**config.mk**
```make
export PLATFORM = sky130hd
export DESIGN_NAME = cotm32_trap_ctrl_flat
export DESIGN_NICKNAME = d
export VERILOG_FILES = /design/src/rtl/cotm32_trap_ctrl_pkg.sv /design/src/rtl/cotm32_trap_ctrl_if.sv /design/src/rtl/cotm32_trap_ctrl_sync.sv /design/src/rtl/cotm32_trap_ctrl.sv /design/src/flat_wrapper.sv
export SDC_FILE = /design/constraint.sdc
export NUM_CORES = 1
export LEC_CHECK = 0
export BUFFER_PORTS_ARGS = -buffer_cell sky130_fd_sc_hd__buf_2
export CORE_ASPECT_RATIO = 1.25
export CORE_MARGIN = 3
export CORE_UTILIZATION = 50
export DETAILED_ROUTE_END_ITERATION = 10
export PLACE_DENSITY = 0.72
export SYNTH_ARGS = -nofsm -noshare
export SYNTH_HDL_FRONTEND = slang
export SYNTH_HIERARCHICAL = 1
export SYNTH_SLANG_ARGS = --single-unit
```
**constraint.sdc**
```tcl
create_clock -name clk -period 5 [get_ports clk]
set_input_delay 0.5 -clock clk [delete_from_list [all_inputs] [get_ports clk]]
set_output_delay 0.5 -clock clk [all_outputs]
set_load 0.02 [all_outputs]
```
**src/rtl/cotm32_trap_ctrl_pkg.sv**
```systemverilog
// Shared privilege and Zicsr types for the cotm32 core, plus the trap
// controller's own FSM and event-kind enums.
package cotm32_trap_ctrl_pkg;

    typedef enum logic [1:0] {
        PRIV_U = 2'b00,
        PRIV_S = 2'b01,
        PRIV_M = 2'b11
    } priv_mode_t;

    // Bit 31 marks interrupts; the low bits are the architectural code.
    typedef enum logic [31:0] {
        INSTR_MISALIGNED   = 32'd0,
        INSTR_ACCESS_FAULT = 32'd1,
        ILLEGAL_INST       = 32'd2,
        BREAKPOINT         = 32'd3,
        LOAD_MISALIGNED    = 32'd4,
        LOAD_ACCESS_FAULT  = 32'd5,
        STORE_MISALIGNED   = 32'd6,
        STORE_ACCESS_FAULT = 32'd7,
        ECALL_U            = 32'd8,
        ECALL_M            = 32'd11,
        IRQ_M_SOFT         = 32'h8000_0003,
        IRQ_M_TIMER        = 32'h8000_0007,
        IRQ_M_EXT          = 32'h8000_000B
    } trap_cause_t;

    typedef enum logic [1:0] {
        CSR_NONE = 2'b00,
        CSR_RW   = 2'b01,
        CSR_RS   = 2'b10,
        CSR_RC   = 2'b11
    } zicsr_csr_op_t;

    typedef enum logic [11:0] {
        CSR_MSTATUS = 12'h300,
        CSR_MIE     = 12'h304,
        CSR_MTVEC   = 12'h305,
        CSR_MEPC    = 12'h341,
        CSR_MCAUSE  = 12'h342,
        CSR_MTVAL   = 12'h343,
        CSR_MIP     = 12'h344
    } zicsr_csr_addr_t;

    typedef struct packed {
        logic [18:0] rsvd31;
        priv_mode_t  mpp;
        logic [2:0]  rsvd10;
        logic        mpie;
        logic [2:0]  rsvd6;
        logic        mie;
        logic [2:0]  rsvd2;
    } zicsr_val_mstatus_t;

    typedef struct packed {
        logic [19:0] rsvd31;
        logic        meie;
        logic [2:0]  rsvd10;
        logic        mtie;
        logic [2:0]  rsvd6;
        logic        msie;
        logic [2:0]  rsvd2;
    } zicsr_val_mie_t;

    typedef struct packed {
        logic [19:0] rsvd31;
        logic        meip;
        logic [2:0]  rsvd10;
        logic        mtip;
        logic [2:0]  rsvd6;
        logic        msip;
        logic [2:0]  rsvd2;
    } zicsr_val_mip_t;

    typedef struct packed {
        logic [29:0] base;
        logic [1:0]  mode;
    } zicsr_val_mtvec_t;

    typedef enum logic [1:0] {
        IDLE     = 2'd0,
        COMMIT   = 2'd1,
        REDIRECT = 2'd2
    } trap_state_t;

    typedef enum logic [1:0] {
        EXC  = 2'd0,
        IRQ  = 2'd1,
        MRET = 2'd2
    } trap_kind_t;

    localparam zicsr_val_mstatus_t MSTATUS_RESET = '{
        rsvd31: '0, mpp: PRIV_M, rsvd10: '0, mpie: 1'b0,
        rsvd6: '0, mie: 1'b0, rsvd2: '0
    };

    function automatic logic [31:0] csrApply(input zicsr_csr_op_t op,
                                             input logic [31:0] oldVal,
                                             input logic [31:0] wdata);
        case (op)
            CSR_RW:  return wdata;
            CSR_RS:  return oldVal | wdata;
            CSR_RC:  return oldVal & ~wdata;
            default: return oldVal;
        endcase
    endfunction

endpackage

```
**src/rtl/cotm32_trap_ctrl_if.sv**
```systemverilog
// Pipeline-facing bundle of the trap controller: event inputs, interrupt
// lines, Zicsr port and flush/redirect handshake.
interface cotm32_trap_ctrl_if
    import cotm32_trap_ctrl_pkg::*;
();
    logic          exc_valid_i;
    trap_cause_t   exc_cause_i;
    logic [31:0]   exc_pc_i;
    logic [31:0]   exc_tval_i;
    logic          mret_i;
    logic          boundary_i;
    logic [31:0]   boundary_pc_i;
    logic          irq_sw_i;
    logic          irq_timer_i;
    logic          irq_ext_i;
    zicsr_csr_op_t csr_op_i;
    logic [11:0]   csr_addr_i;
    logic [31:0]   csr_wdata_i;
    logic [31:0]   csr_rdata_o;
    logic          csr_illegal_o;
    logic          flush_o;
    logic          stall_o;
    logic          redirect_valid_o;
    logic [31:0]   redirect_pc_o;
    priv_mode_t    priv_o;

    modport master (
        output exc_valid_i, exc_cause_i, exc_pc_i, exc_tval_i, mret_i,
               boundary_i, boundary_pc_i, irq_sw_i, irq_timer_i, irq_ext_i,
               csr_op_i, csr_addr_i, csr_wdata_i,
        input  csr_rdata_o, csr_illegal_o, flush_o, stall_o,
               redirect_valid_o, redirect_pc_o, priv_o
    );

    modport slave (
        input  exc_valid_i, exc_cause_i, exc_pc_i, exc_tval_i, mret_i,
               boundary_i, boundary_pc_i, irq_sw_i, irq_timer_i, irq_ext_i,
               csr_op_i, csr_addr_i, csr_wdata_i,
        output csr_rdata_o, csr_illegal_o, flush_o, stall_o,
               redirect_valid_o, redirect_pc_o, priv_o
    );
endinterface

```
**src/rtl/cotm32_trap_ctrl_sync.sv**
```systemverilog
// Single-bit N-flop synchronizer for asynchronous interrupt lines.
module cotm32_sync #(
    parameter int unsigned STAGES = 2
) (
    input  logic clk,
    input  logic rst_n,
    input  logic d_i,
    output logic q_o
);
    // Fewer than two flops gives no metastability protection, so clamp.
    localparam int unsigned DEPTH = (STAGES < 2) ? 2 : STAGES;

    logic [DEPTH-1:0] chain_q;

    always_ff @(posedge clk or negedge rst_n) begin
        if (!rst_n) begin
            chain_q <= '0;
        end else begin
            chain_q <= {chain_q[DEPTH-2:0], d_i};
        end
    end

    assign q_o = chain_q[DEPTH-1];
endmodule

```
**src/rtl/cotm32_trap_ctrl.sv**
```systemverilog
// Machine-mode trap controller: owns the trap CSRs and sequences trap entry
// and mret as a two-cycle flush/redirect handshake with the pipeline.
module cotm32_trap_ctrl
    import cotm32_trap_ctrl_pkg::*;
#(
    parameter logic [31:0] RESET_MTVEC = 32'h0000_0000,
    parameter int unsigned SYNC_STAGES = 2
) (
    input  logic              clk,
    input  logic              rst_n,
    cotm32_trap_ctrl_if.slave bus
);

    trap_state_t        state_q, state_d;
    trap_kind_t         kind_q, kind_d;
    trap_cause_t        cause_q, cause_d;
    logic [31:0]        target_q, target_d;
    logic [31:0]        tval_q, tval_d;
    logic [31:0]        pc_q, pc_d;
    priv_mode_t         priv_q, priv_d;
    zicsr_val_mstatus_t mstatus_q, mstatus_d;
    zicsr_val_mie_t     mie_q, mie_d;
    zicsr_val_mtvec_t   mtvec_q, mtvec_d;
    logic [31:0]        mepc_q, mepc_d;
    logic [31:0]        mcause_q, mcause_d;
    logic [31:0]        mtval_q, mtval_d;

    logic           swSync, timerSync, extSync;
    zicsr_val_mip_t mip;
    logic [31:0]    csrRdata, csrNew;
    logic           csrAddrValid, csrIllegal, csrWe;
    logic           extPend, swPend, timerPend, irqReq;
    trap_cause_t    irqCause;
    logic [31:0]    irqCauseBits;
    logic           flush, stall, redirValid;
    logic [31:0]    redirPc;

    cotm32_sync #(.STAGES(SYNC_STAGES)) uSyncSw (
        .clk(clk), .rst_n(rst_n), .d_i(bus.irq_sw_i), .q_o(swSync)
    );
    cotm32_sync #(.STAGES(SYNC_STAGES)) uSyncTimer (
        .clk(clk), .rst_n(rst_n), .d_i(bus.irq_timer_i), .q_o(timerSync)
    );
    cotm32_sync #(.STAGES(SYNC_STAGES)) uSyncExt (
        .clk(clk), .rst_n(rst_n), .d_i(bus.irq_ext_i), .q_o(extSync)
    );

    always_comb begin
        mip      = '0;
        mip.meip = extSync;
        mip.mtip = timerSync;
        mip.msip = swSync;
    end

    always_comb begin
        csrRdata     = '0;
        csrAddrValid = 1'b1;
        case (bus.csr_addr_i)
            CSR_MSTATUS: csrRdata = mstatus_q;
            CSR_MIE:     csrRdata = mie_q;
            CSR_MTVEC:   csrRdata = mtvec_q;
            CSR_MEPC:    csrRdata = mepc_q;
            CSR_MCAUSE:  csrRdata = mcause_q;
            CSR_MTVAL:   csrRdata = mtval_q;
            CSR_MIP:     csrRdata = mip;
            default:     csrAddrValid = 1'b0;
        endcase
    end

    assign csrIllegal = (bus.csr_op_i != CSR_NONE) &&
                        ((priv_q == PRIV_U) || !csrAddrValid);
    assign csrNew     = csrApply(bus.csr_op_i, csrRdata, bus.csr_wdata_i);
    assign csrWe      = (state_q == IDLE) && (bus.csr_op_i != CSR_NONE) && !csrIllegal;

    assign extPend   = mip.meip & mie_q.meie;
    assign swPend    = mip.msip & mie_q.msie;
    assign timerPend = mip.mtip & mie_q.mtie;
    assign irqReq    = bus.boundary_i && (extPend || swPend || timerPend) &&
                       ((priv_q == PRIV_U) || mstatus_q.mie);
    assign irqCause  = extPend ? IRQ_M_EXT : (swPend ? IRQ_M_SOFT : IRQ_M_TIMER);
    assign irqCauseBits = irqCause;

    // CSR writes land first so an event in the same cycle sees the new
    // mtvec/mepc when its target is latched.
    always_comb begin
        state_d    = state_q;
        kind_d     = kind_q;
        cause_d    = cause_q;
        target_d   = target_q;
        tval_d     = tval_q;
        pc_d       = pc_q;
        priv_d     = priv_q;
        mstatus_d  = mstatus_q;
        mie_d      = mie_q;
        mtvec_d    = mtvec_q;
        mepc_d     = mepc_q;
        mcause_d   = mcause_q;
        mtval_d    = mtval_q;
        flush      = 1'b0;
        stall      = 1'b0;
        redirValid = 1'b0;
        redirPc    = '0;

        case (state_q)
            IDLE: begin
                if (csrWe) begin
                    case (bus.csr_addr_i)
                        CSR_MSTATUS: begin
                            mstatus_d.mie  = csrNew[3];
                            mstatus_d.mpie = csrNew[7];
                            if ((csrNew[12:11] == PRIV_U) || (csrNew[12:11] == PRIV_M)) begin
                                mstatus_d.mpp = priv_mode_t'(csrNew[12:11]);
                            end
                        end
                        CSR_MIE: begin
                            mie_d      = '0;
                            mie_d.meie = csrNew[11];
                            mie_d.mtie = csrNew[7];
                            mie_d.msie = csrNew[3];
                        end
                        CSR_MTVEC:  mtvec_d  = zicsr_val_mtvec_t'(csrNew & 32'hFFFF_FFFD);
                        CSR_MEPC:   mepc_d   = csrNew & 32'hFFFF_FFFC;
                        CSR_MCAUSE: mcause_d = csrNew;
                        CSR_MTVAL:  mtval_d  = csrNew;
                        default: ;
                    endcase
                end

                if (bus.exc_valid_i) begin
                    state_d  = COMMIT;
                    kind_d   = EXC;
                    cause_d  = bus.exc_cause_i;
                    pc_d     = bus.exc_pc_i;
                    tval_d   = bus.exc_tval_i;
                    target_d = {mtvec_d.base, 2'b00};
                end else if (irqReq) begin
                    state_d  = COMMIT;
                    kind_d   = IRQ;
                    cause_d  = irqCause;
                    pc_d     = bus.boundary_pc_i;
                    tval_d   = '0;
                    target_d = {mtvec_d.base, 2'b00};
                    if (mtvec_d.mode == 2'b01) begin
                        target_d = {mtvec_d.base, 2'b00} + {25'd0, irqCauseBits[4:0], 2'b00};
                    end
                end else if (bus.mret_i) begin
                    state_d  = COMMIT;
                    kind_d   = MRET;
                    target_d = mepc_d;
                end
            end

            COMMIT: begin
                flush   = 1'b1;
                stall   = 1'b1;
                state_d = REDIRECT;
                if (kind_q == MRET) begin
                    mstatus_d.mie  = mstatus_q.mpie;
                    mstatus_d.mpie = 1'b1;
                    mstatus_d.mpp  = PRIV_U;
                    priv_d         = mstatus_q.mpp;
                end else begin
                    mepc_d         = pc_q & 32'hFFFF_FFFC;
                    mcause_d       = cause_q;
                    mtval_d        = tval_q;
                    mstatus_d.mpie = mstatus_q.mie;
                    mstatus_d.mie  = 1'b0;
                    mstatus_d.mpp  = priv_q;
                    priv_d         = PRIV_M;
                end
            end

            REDIRECT: begin
                stall      = 1'b1;
                redirValid = 1'b1;
                redirPc    = target_q;
                state_d    = IDLE;
            end

            default: state_d = IDLE;
        endcase
    end

    always_ff @(posedge clk or negedge rst_n) begin
        if (!rst_n) begin
            state_q   <= IDLE;
            kind_q    <= EXC;
            cause_q   <= INSTR_MISALIGNED;
            target_q  <= '0;
            tval_q    <= '0;
            pc_q      <= '0;
            priv_q    <= PRIV_M;
            mstatus_q <= MSTATUS_RESET;
            mie_q     <= '0;
            mtvec_q   <= '{base: RESET_MTVEC[31:2], mode: 2'b00};
            mepc_q    <= '0;
            mcause_q  <= '0;
            mtval_q   <= '0;
        end else begin
            state_q   <= state_d;
            kind_q    <= kind_d;
            cause_q   <= cause_d;
            target_q  <= target_d;
            tval_q    <= tval_d;
            pc_q      <= pc_d;
            priv_q    <= priv_d;
            mstatus_q <= mstatus_d;
            mie_q     <= mie_d;
            mtvec_q   <= mtvec_d;
            mepc_q    <= mepc_d;
            mcause_q  <= mcause_d;
            mtval_q   <= mtval_d;
        end
    end

    assign bus.csr_rdata_o      = csrRdata;
    assign bus.csr_illegal_o    = csrIllegal;
    assign bus.flush_o          = flush;
    assign bus.stall_o          = stall;
    assign bus.redirect_valid_o = redirValid;
    assign bus.redirect_pc_o    = redirPc;
    assign bus.priv_o           = priv_q;

endmodule

```
**src/flat_wrapper.sv**
```systemverilog
// flat-port wrapper written by rule: the top's interface ports become plain ports
module cotm32_trap_ctrl_flat import cotm32_trap_ctrl_pkg::*;
#(
    parameter logic [31:0] RESET_MTVEC = 32'h0000_0000,
    parameter int unsigned SYNC_STAGES = 2
)
  (clk, rst_n, bus_exc_valid_i, bus_exc_cause_i, bus_exc_pc_i, bus_exc_tval_i, bus_mret_i, bus_boundary_i, bus_boundary_pc_i, bus_irq_sw_i, bus_irq_timer_i, bus_irq_ext_i, bus_csr_op_i, bus_csr_addr_i, bus_csr_wdata_i, bus_csr_rdata_o, bus_csr_illegal_o, bus_flush_o, bus_stall_o, bus_redirect_valid_o, bus_redirect_pc_o, bus_priv_o);
  cotm32_trap_ctrl_if bus_i ();
  input  logic clk;
  input  logic rst_n;
  input wire logic [$bits(bus_i.exc_valid_i)-1:0] bus_exc_valid_i;
  input wire logic [$bits(bus_i.exc_cause_i)-1:0] bus_exc_cause_i;
  input wire logic [$bits(bus_i.exc_pc_i)-1:0] bus_exc_pc_i;
  input wire logic [$bits(bus_i.exc_tval_i)-1:0] bus_exc_tval_i;
  input wire logic [$bits(bus_i.mret_i)-1:0] bus_mret_i;
  input wire logic [$bits(bus_i.boundary_i)-1:0] bus_boundary_i;
  input wire logic [$bits(bus_i.boundary_pc_i)-1:0] bus_boundary_pc_i;
  input wire logic [$bits(bus_i.irq_sw_i)-1:0] bus_irq_sw_i;
  input wire logic [$bits(bus_i.irq_timer_i)-1:0] bus_irq_timer_i;
  input wire logic [$bits(bus_i.irq_ext_i)-1:0] bus_irq_ext_i;
  input wire logic [$bits(bus_i.csr_op_i)-1:0] bus_csr_op_i;
  input wire logic [$bits(bus_i.csr_addr_i)-1:0] bus_csr_addr_i;
  input wire logic [$bits(bus_i.csr_wdata_i)-1:0] bus_csr_wdata_i;
  output wire logic [$bits(bus_i.csr_rdata_o)-1:0] bus_csr_rdata_o;
  output wire logic [$bits(bus_i.csr_illegal_o)-1:0] bus_csr_illegal_o;
  output wire logic [$bits(bus_i.flush_o)-1:0] bus_flush_o;
  output wire logic [$bits(bus_i.stall_o)-1:0] bus_stall_o;
  output wire logic [$bits(bus_i.redirect_valid_o)-1:0] bus_redirect_valid_o;
  output wire logic [$bits(bus_i.redirect_pc_o)-1:0] bus_redirect_pc_o;
  output wire logic [$bits(bus_i.priv_o)-1:0] bus_priv_o;
  assign bus_i.exc_valid_i = bus_exc_valid_i;
  assign bus_i.exc_cause_i = bus_exc_cause_i;
  assign bus_i.exc_pc_i = bus_exc_pc_i;
  assign bus_i.exc_tval_i = bus_exc_tval_i;
  assign bus_i.mret_i = bus_mret_i;
  assign bus_i.boundary_i = bus_boundary_i;
  assign bus_i.boundary_pc_i = bus_boundary_pc_i;
  assign bus_i.irq_sw_i = bus_irq_sw_i;
  assign bus_i.irq_timer_i = bus_irq_timer_i;
  assign bus_i.irq_ext_i = bus_irq_ext_i;
  assign bus_i.csr_op_i = bus_csr_op_i;
  assign bus_i.csr_addr_i = bus_csr_addr_i;
  assign bus_i.csr_wdata_i = bus_csr_wdata_i;
  assign bus_csr_rdata_o = bus_i.csr_rdata_o;
  assign bus_csr_illegal_o = bus_i.csr_illegal_o;
  assign bus_flush_o = bus_i.flush_o;
  assign bus_stall_o = bus_i.stall_o;
  assign bus_redirect_valid_o = bus_i.redirect_valid_o;
  assign bus_redirect_pc_o = bus_i.redirect_pc_o;
  assign bus_priv_o = bus_i.priv_o;
  cotm32_trap_ctrl #(.RESET_MTVEC(RESET_MTVEC), .SYNC_STAGES(SYNC_STAGES)) u_core (.clk(clk), .rst_n(rst_n), .bus(bus_i));
endmodule
```
Word level (Yosys, flattened, before mapping) --
Index checks and enable logic that the tools add are counted.
Word-level totals: word-level logic and storage cells 134, bits in latches 0, output and inout bits 70, bits in registers 275, bits in writable memories 0, input port bits 182, bits in read-only memories 0, memories 0
Operators by class: $add $sub $neg 1, shift operators 0, equal/unequal tests 22, magnitude comparators 0, reductions and logical operators 29, multipliers 0, multiplexer cells 55, bitwise logic cells 6, divide/modulo/power cells 0
Operator list (number):
- 32-bit 2-to-1 mux | 24
- 32-bit case mux with 7 select lines | 1
- 32-bit case mux with 2 select lines | 3
- 32-bit case mux with 3 select lines | 1
- 12-bit by 10-bit equality test with 1-bit output, second input constant | 7
- 32-bit by 7-bit adder with 32-bit output | 1
- 32-bit bitwise AND | 1
- 32-bit inverter | 1
- 32-bit bitwise OR | 1
- 2-bit 2-to-1 mux | 11
- 4-bit AND reduction | 3
- 2-bit equality test, second input constant | 5
- 1-bit 2-to-1 mux | 10
- 2-bit != test, second input constant | 5
- 2-bit case mux with 2 select lines | 2
- 7-bit OR reduction | 1
- 2-bit by 1-bit equality test with 1-bit output, second input constant | 3
- 2-bit logical NOT | 3
- 2-bit AND reduction | 3
- 3-bit AND reduction | 2
- 2-bit nonzero test | 3
- 1-bit logical AND | 5
- 1-bit logical OR | 5
- 4-bit by 3-bit != test with 1-bit output, second input constant | 1
- other kinds (7) | 11

Longest topological paths before layout --
Gate-level depths: netlist (run 1).
word-level depth 14, mapped depth 21, gate-level depth less buffers 17

Hierarchy --
The synthesis (run 1) kept the hierarchy.
Modules (own cells, without submodules):
- cotm32_trap_ctrl | times used 1, sequential area each 6686.4 um^2, area an instance 14969.4 um^2, cells an instance 1680
- cotm32_sync | times used 3, sequential area each 50.0 um^2, area an instance 50.0 um^2, cells an instance 2

Worst setup path before layout (run 1) --
OpenSTA, ideal clock, no wires.
path kind input port to flip-flop, start input port bus_csr_addr_i[2], end register u_core.target_q[29], arrival 4.316 ns, stages on the path 18, setup time 0.087 ns, slack 0.597 ns, data required time 4.913 ns, path buffers 6, cell sequence clkbuf_1 -> nor2b_1 -> and4_1 -> buf_4 -> nand2_1 -> clkbuf_1 -> clkbuf_1 -> clkbuf_1 -> clkbuf_1 -> o21ai_0 -> ha_1 -> o31a_1 -> o21a_1 -> o2111ai_1 -> nor4_4 -> nand4_1 -> or4_1 -> o211ai_1
Between the ends: word-level cells in the longest chain between the ends 14, elaborated cells on any way between the ends 29, those cells by class 1 x add/sub; 8 x eq/ne; 12 x mux; 2 x bitwise; 6 x reduce/logical
RTL lines:
- start: declaration | line flat_wrapper.sv:22 | input wire logic [$bits(bus_i.csr_addr_i)-1:0] bus_csr_addr_i;
- branches (longest 13 deep; another with 32-bit by 7-bit adder with 32-bit output)
- 32-bit 2-to-1 mux (*) | line cotm32_trap_ctrl.sv:129 | if (bus.exc_valid_i) begin
- end signal: assignment | line cotm32_trap_ctrl.sv:203 | target_q <= target_d;
- end: declaration | line cotm32_trap_ctrl.sv:17 | logic [31:0] target_q, target_d;
Every way passes the cells marked *. The select of a mux whose other input is x is not followed. A chain may end at the register's enable or synchronous reset.

Worst setup path in the final report (run 1) --
start register u_core.state_q[0], end register u_core.target_q[31]
Between the ends: word-level cells in the longest chain between the ends 9, elaborated cells on any way between the ends 13, those cells by class 1 x add/sub; 1 x eq/ne; 7 x mux; 4 x reduce/logical
RTL lines:
- start: declaration | line cotm32_trap_ctrl.sv:14 | trap_state_t state_q, state_d;
- start signal: assignment | line cotm32_trap_ctrl.sv:200 | state_q <= state_d;
- 2-bit logical NOT (*) | line cotm32_trap_ctrl.sv:73, cotm32_trap_ctrl.sv:104
- 1-bit logical AND (2 in a row) | line cotm32_trap_ctrl.sv:73 | assign csrWe = (state_q == IDLE) && (bus.csr_op_i != CSR_NONE) && !csrIllegal;
- 32-bit 2-to-1 mux | line cotm32_trap_ctrl.sv:106 | if (csrWe) begin
- 32-bit 2-to-1 mux | line cotm32_trap_ctrl.sv:104 | case (state_q)
- 32-bit by 7-bit adder with 32-bit output / 2-bit by 1-bit equality test with 1-bit output (equally long branches) | line cotm32_trap_ctrl.sv:144, cotm32_trap_ctrl.sv:143
- 32-bit 2-to-1 mux | line cotm32_trap_ctrl.sv:143 | if (mtvec_d.mode == 2'b01) begin
- 32-bit 2-to-1 mux | line cotm32_trap_ctrl.sv:136 | end else if (irqReq) begin
- 32-bit 2-to-1 mux | line cotm32_trap_ctrl.sv:129
Mark *: on every way between the ends. The rest lies on a longest branch, timed or not. The select of a mux whose other input is x is not followed.

==> key figures, run 1 <==
Layout
  • Post-Route Utilization: 61.2%
  • Filler instances: 2,607
  • Non-Filler Instances: 2,347
  • Layout Nets: 2,117
  • Footprint of the multi-input gates: approximately 7600 um^2
  • Area delta synth->final: 19.5%
  • Fraction of layout cells with a size suffix above 1: 22.8%
  • N_diodes: 0
  • FF+latch area: 6840 um^2

Routing
  • Vias per cell: between 6 and 7
  • # DRC: 0
  • Routed Antenna Nets: 0
  • Routed WL: 57.6 mm
  • Initial DRC Count: 1,520
  • WL/cell: between 20 and 25 um
  • Routed vias: ~15,000
  • Pre-Repair DR Iteration Count: 5

Critical path
  • CP peak stage delay: ~0.63 ns
  • Data arrival, critical path: 4.80 ns
  • R2R depth: 17
  • Crit path max-delay cell type: nor4_4
  • Reg2reg start: u_core/state_q[0]$_DFFE_PN0P_
  • Crit path kind: reg -> reg
  • CP required: ~5.5 ns
  • FF-to-FF End: u_core/target_q[31]$_DFFE_PN0P_
  • CP delay by family, top: simple AND/OR/NAND/NOR gates
  • Critical Path Fanout Max: 9
  • Flop2flop setup slack: 0.68 ns
  • Crit path launch type: flop
  • WP buf/inv: 3
  • Worst Setup End Kind: flop
  • Crit path cell chain: inv_1 -> ha_1 -> o21ai_0 -> nor2_1 -> nand2_1 -> nand2_1 -> o21ai_0 -> buf_4 -> ha_1 -> o31a_1 -> o21a_1 -> o2111ai_1 -> nor4_4 -> buf_4 -> nand4_1 -> xor2_1 -> o22ai_1

Floorplanning
  • Die height: approximately 200 um
  • I/O pins: about 250
  • # rows: 70
  • Die W: roughly 160 um
  • Initial cell density of the core: approximately half
  • Core ar.: around 30,000 um^2
  • Die area: 32,400 um^2

Hold path
  • WHS Endpoint: u_core/uSyncTimer/chain_q[0]$_DFF_PN0_
  • Hold/Removal Path Class: in -> reg
  • WHS Path Cells: 1
  • Hold path startpoint: bus_irq_timer_i

Yosys
  • Post-synthesis sequential area ratio: 45.2%
  • Synth Instances: roughly 1,700
  • Top cells by count, synth: dfrtp_1 (269), nand2_1 (216), a21oi_1 (155), o21ai_0 (141), nor2_1 (137)
  • Yosys top cell by area: dfrtp_1
  • Flops & latches, synth: approximately 270
  • Synth async-reset ratio: 100%
  • Count leader, synth: dfrtp_1
  • Largest cells by area after synthesis: dfrtp_1 (45%), nand2_1 (5.4%), a21oi_1 (5.1%)
  • Synth unique cells: slightly above 80
  • Number of synthesized flops with an enable pin: 0
  • Post-synth top area share: between 40 and 50%
  • Top FF cell, synth: dfrtp_1
  • Synth Area per Inst: roughly 9.0 um^2
  • Mapped Area: between 15,000 and 20,000 um^2
  • Synthesized net count: 1,874
  • Ys Warns: 6

STA
  • Final Critical Period: 4.32 ns
  • Actual slew at the worst max-slew pin: between 1 and 1.5 ns
  • RSZ-0062 raised after global routing: no
  • Final setup viols: 0
  • Final Slew Violations: 0
  • TNS Setup: 0 ns
  • Fin crit share: between 80% and 90%
  • Slew headroom: approximately a third
  • Layout Skew: around 0.024 ns
  • Final Hold Viols: 0
  • FMAX: 231 MHz

Global routing
  • Number of global-route vias before repair: 14,000
  • Largest net degree at the start of global routing: between 90 and 100
  • Initial antenna violation count: 1
  • Grt ovf: 0
  • First-pass GRT wire length: between 80 and 90 mm
  • All-Layer GR Usage: 34.6%

Flow run
  • Max-Cap Viols: 0

Place
  • Placer Congestion: approximately 1.0
  • Dpl cells: around 2,300
  • Post-DP HPWL: around 44 mm
  • IO Port Bufs: approximately 250

Clock network
  • Num CTS Buffers: 28
  • Hold_buf cts: 1
  • Worst skew pair latency: ~0.57 ns
  • Setup Buffers After CTS: 0
  • Htree depth: 1
  • CTS Root Cell: clkbuf_16
  • Clk slew on worst S/H paths: around 0.070 ns
  • Resize count post-CTS: 0
  • CTS tree: built
  • Clock sink count: 273
  • Clock buffer depth: 3

Pwr
  • Lkg Pwr: about 8.4 nW
  • Pwr per Cell Area: around 520 nW/um^2
  • Max IR drop VDD: 0.000375 V

Outcome
  • Run status: complete, no violations
## layout by cell type (no fill, tap or decap), types with 8 or more instances in the layout
cell type	count
a22o_1	71
a21o_1	15
mux2i_1	60
inv_1	29
buf_2	246
nand3_1	35
nor2b_1	13
a32o_1	8
nand4_1	11
and3_1	15
nor2_1	136
mux2_2	20
xnor2_1	22
a31oi_1	22
nand3b_1	9
dfrtp_1	269
o21ai_0	141
and2_1	56
nor3_1	19
xor2_1	12
o31ai_1	16
buf_4	89
a21oi_1	154
clkbuf_16	28
nand2_1	214
o22ai_1	40
a211oi_1	10
a22oi_1	16
## cells by family (layout without fill, tap and decap cells)
family	after synthesis	in the layout	synth area share (%)
flops	273	273	45.2
compound gates	573	573	24.4
buf+inv	155	420	4.39
mux	80	80	5.46
xor+xnor	34	34	1.97
fa+ha+maj	6	6	0.497
simple gates	565	565	18.1
## sequential cells by signal (all words and copies together), names as in the netlist
| name | cells |
|---|---|
| u_core/cause_q | 32 |
| u_core/mcause_q | 32 |
| u_core/mepc_q | 32 |
| u_core/mtval_q | 32 |
| u_core/mtvec_q | 32 |
| u_core/target_q | 32 |
| u_core/tval_q | 32 |
| u_core/pc_q | 30 |
| u_core/mstatus_q | 4 |
| u_core/mie_q | 3 |
| u_core/bus.priv_o | 2 |
| u_core/kind_q | 2 |
| u_core/state_q | 2 |
| u_core/uSyncExt/chain_q | 2 |
| u_core/uSyncSw/chain_q | 2 |
| u_core/uSyncTimer/chain_q | 2 |
## report_power, final
group          internal (mW)  switching, mW
logic                   1.26           2.14
clock network           1.35          0.934
registers               3.11          0.669
total                   5.72           3.74
## layout make-up
cell class | count | area share [%]
clock inverters | 14 | 1.12
well taps | 396 | 2.74
repair buffers | 339 | 10.9
flip-flops and latches | 273 | 37.8
multi-input cells | 1258 | 42.3
inverters | 29 | 0.603
clock buffers | 38 | 4.47
## metal layers
metal	vias to the layer above	share of wire (%)	GRT usage [%]
met5	-	0	0
met4	0	6.1	17.9
met3	149	9.0	4.62
met2	824	46	54.1
met1	7048	39	47.0
li1	6610	-	-
## worst max-delay path by stage
stage,from,to,cells after the start
detailed placement,bus_csr_addr_i[5],u_core/target_q[29]$_DFFE_PN0P_,17
CTS,u_core/state_q[0]$_DFFE_PN0P_,u_core/target_q[29]$_DFFE_PN0P_,16
global route,u_core/state_q[1]$_DFFE_PN0P_,u_core/target_q[29]$_DFFE_PN0P_,16
global placement,bus_csr_addr_i[5],u_core/target_q[31]$_DFFE_PN0P_,18
floorplan,bus_csr_addr_i[2],u_core/target_q[29]$_DFFE_PN0P_,18
finish,u_core/state_q[0]$_DFFE_PN0P_,u_core/target_q[31]$_DFFE_PN0P_,17
## through the flow
step | power (mW) | area (um^2) | setup slack (ns) | hold slack [ns]
after detailed placement | 7.14 | 17000 | 0.474 | 0.338
after CTS | 9.43 | 18100 | 0.760 | 0.0425
after floorplan | 5.85 | 15100 | 0.597 | 0.204
after global routing | 9.99 | 18100 | 0.490 | 0.0482
final | 9.46 | 18100 | 0.678 | 0.0569
after global placement | 7.02 | 17000 | 0.528 | 0.336
Power figures use the tool's default switching activity.
==> run 2, diff against run 1 <==
==> constraint.sdc (replaced) <==
create_clock -name clk -period 5.4 [get_ports clk]
set_input_delay 0.81 -clock clk [delete_from_list [all_inputs] [get_ports clk]]
set_output_delay 0.81 -clock clk [all_outputs]
set_load 0.02 [all_outputs]
==> key figures, run 2 (synthesis gave the netlist of run 1 again) <==
Outcome
  • Run status: complete, no violations

Pwr
  • Lkg Pwr: 8.36 nW (-1.1%)
  • Pwr per Cell Area: 485 nW/um^2 (-7.4%)
  • Max IR drop VDD: 0.000365 V (-2.5%)

STA
  • Final setup viols: 0 (unchanged)
  • Final Slew Violations: 0 (unchanged)
  • Actual slew at the worst max-slew pin: 1.21 ns (+0.200 ns)
  • Layout Skew: 0.0162 ns (-0.00826 ns)
  • Final Hold Viols: 0 (unchanged)
  • Final Critical Period: 4.44 ns (+0.119 ns)
  • Slew headroom: 17.5% (-15 points)
  • TNS Setup: 0 ns (unchanged)
  • RSZ-0062 raised after global routing: no
  • Fin crit share: 82.2% (-4.2 points)
  • FMAX: 225 MHz (-2.7%)

Clock network
  • Setup Buffers After CTS: 0 (unchanged)
  • Clock sink count: 273 (unchanged)
  • Resize count post-CTS: 0 (unchanged)
  • Clock buffer depth: 3 (unchanged)
  • Num CTS Buffers: 28 (unchanged)
  • Htree depth: 1 (unchanged)
  • CTS tree: built
  • Hold_buf cts: 0 (-1)
  • CTS Root Cell: clkbuf_16
  • Worst skew pair latency: 0.56 ns (about the same)
  • Clk slew on worst S/H paths: 0.07 ns (about the same)

Floorplanning
  • Initial cell density of the core: 51.2% (unchanged)
  • Die height: 200 um (unchanged)
  • Core ar.: 29,500 um^2 (unchanged)
  • Die area: 32,400 um^2 (unchanged)
  • I/O pins: 252 (unchanged)
  • Die W: 162 um (unchanged)
  • # rows: 70 (unchanged)

Layout
  • N_diodes: 0 (unchanged)
  • Area delta synth->final: 18.5%
  • Fraction of layout cells with a size suffix above 1: 22.3% (-0.51 points)
  • Finished Cell Area: 17,900 um^2 (-0.78%)
  • Layout Nets: 2,103 (-0.66%)
  • Most common cell after layout, fill and taps aside: dfrtp_1
  • Commonest cells after routing, fill and taps aside: dfrtp_1 (269), buf_2 (246), nand2_1 (214), a21oi_1 (154), o21ai_0 (141)

Routing
  • Routed vias: 14,500 (-0.93%)
  • Routed WL: 56.9 mm (-1.2%)
  • Initial DRC Count: 1,306 (-14%)
  • Routed Antenna Nets: 0 (unchanged)
  • WL/cell: 24.4 um (-0.62%)
  • # DRC: 0 (unchanged)
  • Pre-Repair DR Iteration Count: 5 (unchanged)
  • Vias per cell: 6.21 (-0.34%)

Place
  • Post-DP HPWL: 42.8 mm (-1.7%)
  • Post-Place Cell Area: 16,900 um^2 (-0.57%)
  • Placer Congestion: 1.04 (+0.24%)
  • IO Port Bufs: 247 (unchanged)

Critical path
  • Crit path launch type: flop
  • Data arrival, critical path: 4.91 ns (+0.11 ns)
  • Critical Path Fanout Max: 10 (+1)
  • Worst Setup End Kind: flop
  • Crit path kind: reg -> reg
  • CP required: 5.87 ns (+0.39 ns)

Hold path
  • Hold/Removal Path Class: in -> async

Global routing
  • Largest net degree at the start of global routing: 129 (+32%)
  • All-Layer GR Usage: 34.3% (-0.27 points)
  • Initial antenna violation count: 3 (+2)
  • First-pass GRT wire length: 85.2 mm (-0.56%)
  • Grt ovf: 0 (unchanged)
  • Number of global-route vias before repair: 14,000 (-0.27%)

Flow run
  • Max-Cap Viols: 0 (unchanged)
run 2: through the flow:
stage	hold slack [ns]	utilization, %	instances	worst slack [ns]	power, mW
after floorplan	0.331	-	1686	0.687	5.41
after global placement	0.333	57.4	2281	0.569	6.47
after detailed placement	0.343	57.4	2281	0.558	6.59
after CTS	0.321	60.7	2333	1.11	8.65
after global routing	0.332	60.7	2333	0.731	9.20
final	0.273	60.7	2333	0.959	8.69
run 2: path summary, 6_finish.rpt:
check | start | end | slack (ns) | depth (start not counted)
worst min-delay path | rst_n | u_core/pc_q[11]$_DFFE_PN0P_ | 0.27 | 1
worst max register to register | u_core/state_q[0]$_DFFE_PN0P_ | u_core/target_q[31]$_DFFE_PN0P_ | 0.96 | 17
worst min register to register | u_core/uSyncTimer/chain_q[0]$_DFF_PN0_ | u_core/uSyncTimer/chain_q[1]$_DFF_PN0_ | 0.35 | 0
worst max-delay path | u_core/state_q[0]$_DFFE_PN0P_ | u_core/target_q[31]$_DFFE_PN0P_ | 0.96 | 17
max in group asynchronous | rst_n | u_core/uSyncSw/chain_q[0]$_DFF_PN0_ | 3.91 | 2
min in group clk | u_core/uSyncTimer/chain_q[0]$_DFF_PN0_ | u_core/uSyncTimer/chain_q[1]$_DFF_PN0_ | 0.35 | 0
run 2: worst max-delay path, cell delays in order, from the launching register on:
cell and delay [ns]:
dfrtp_1 0.40, inv_1 0.10, ha_1 0.22, o21ai_0 0.28, nor2_1 0.45, nand2_1 0.30
nand2_1 0.15, o21ai_0 0.10, buf_4 0.16, ha_1 0.35, o31a_1 0.17, o21a_1 0.11
o2111ai_1 0.20, nor4_4 0.62, buf_4 0.24, nand4_1 0.14, xor2_1 0.18, o22ai_1 0.18
run 2: report_power, final:
| part | switching, mW | leakage, nW | internal (mW) |
|---|---|---|---|
| sequential | 0.618 | 3.40 | 2.88 |
| combinational | 1.99 | 4.49 | 1.15 |
| clock | 0.857 | 0.468 | 1.19 |
run 2: cell type report:
type | instances | area (um^2)
inverter | 29 | 109
sequential | 273 | 6840
multi-input combinational | 1258 | 7650
clock buffer | 37 | 806
clock inverter | 15 | 170
fill | 2677 | 11600
timing repair buffer | 325 | 1860
tap | 396 | 495
run 2: metal layers:
layer	vias to the layer above	wire, um	part of all wire [%]	track usage, %
li1	6568	-	-	-
met3	137	4740	8.3	5.49
met2	722	26600	47	54.8
met5	-	21	0.037	0
met1	7064	22600	40	46.1
met4	4	2990	5.2	15.4
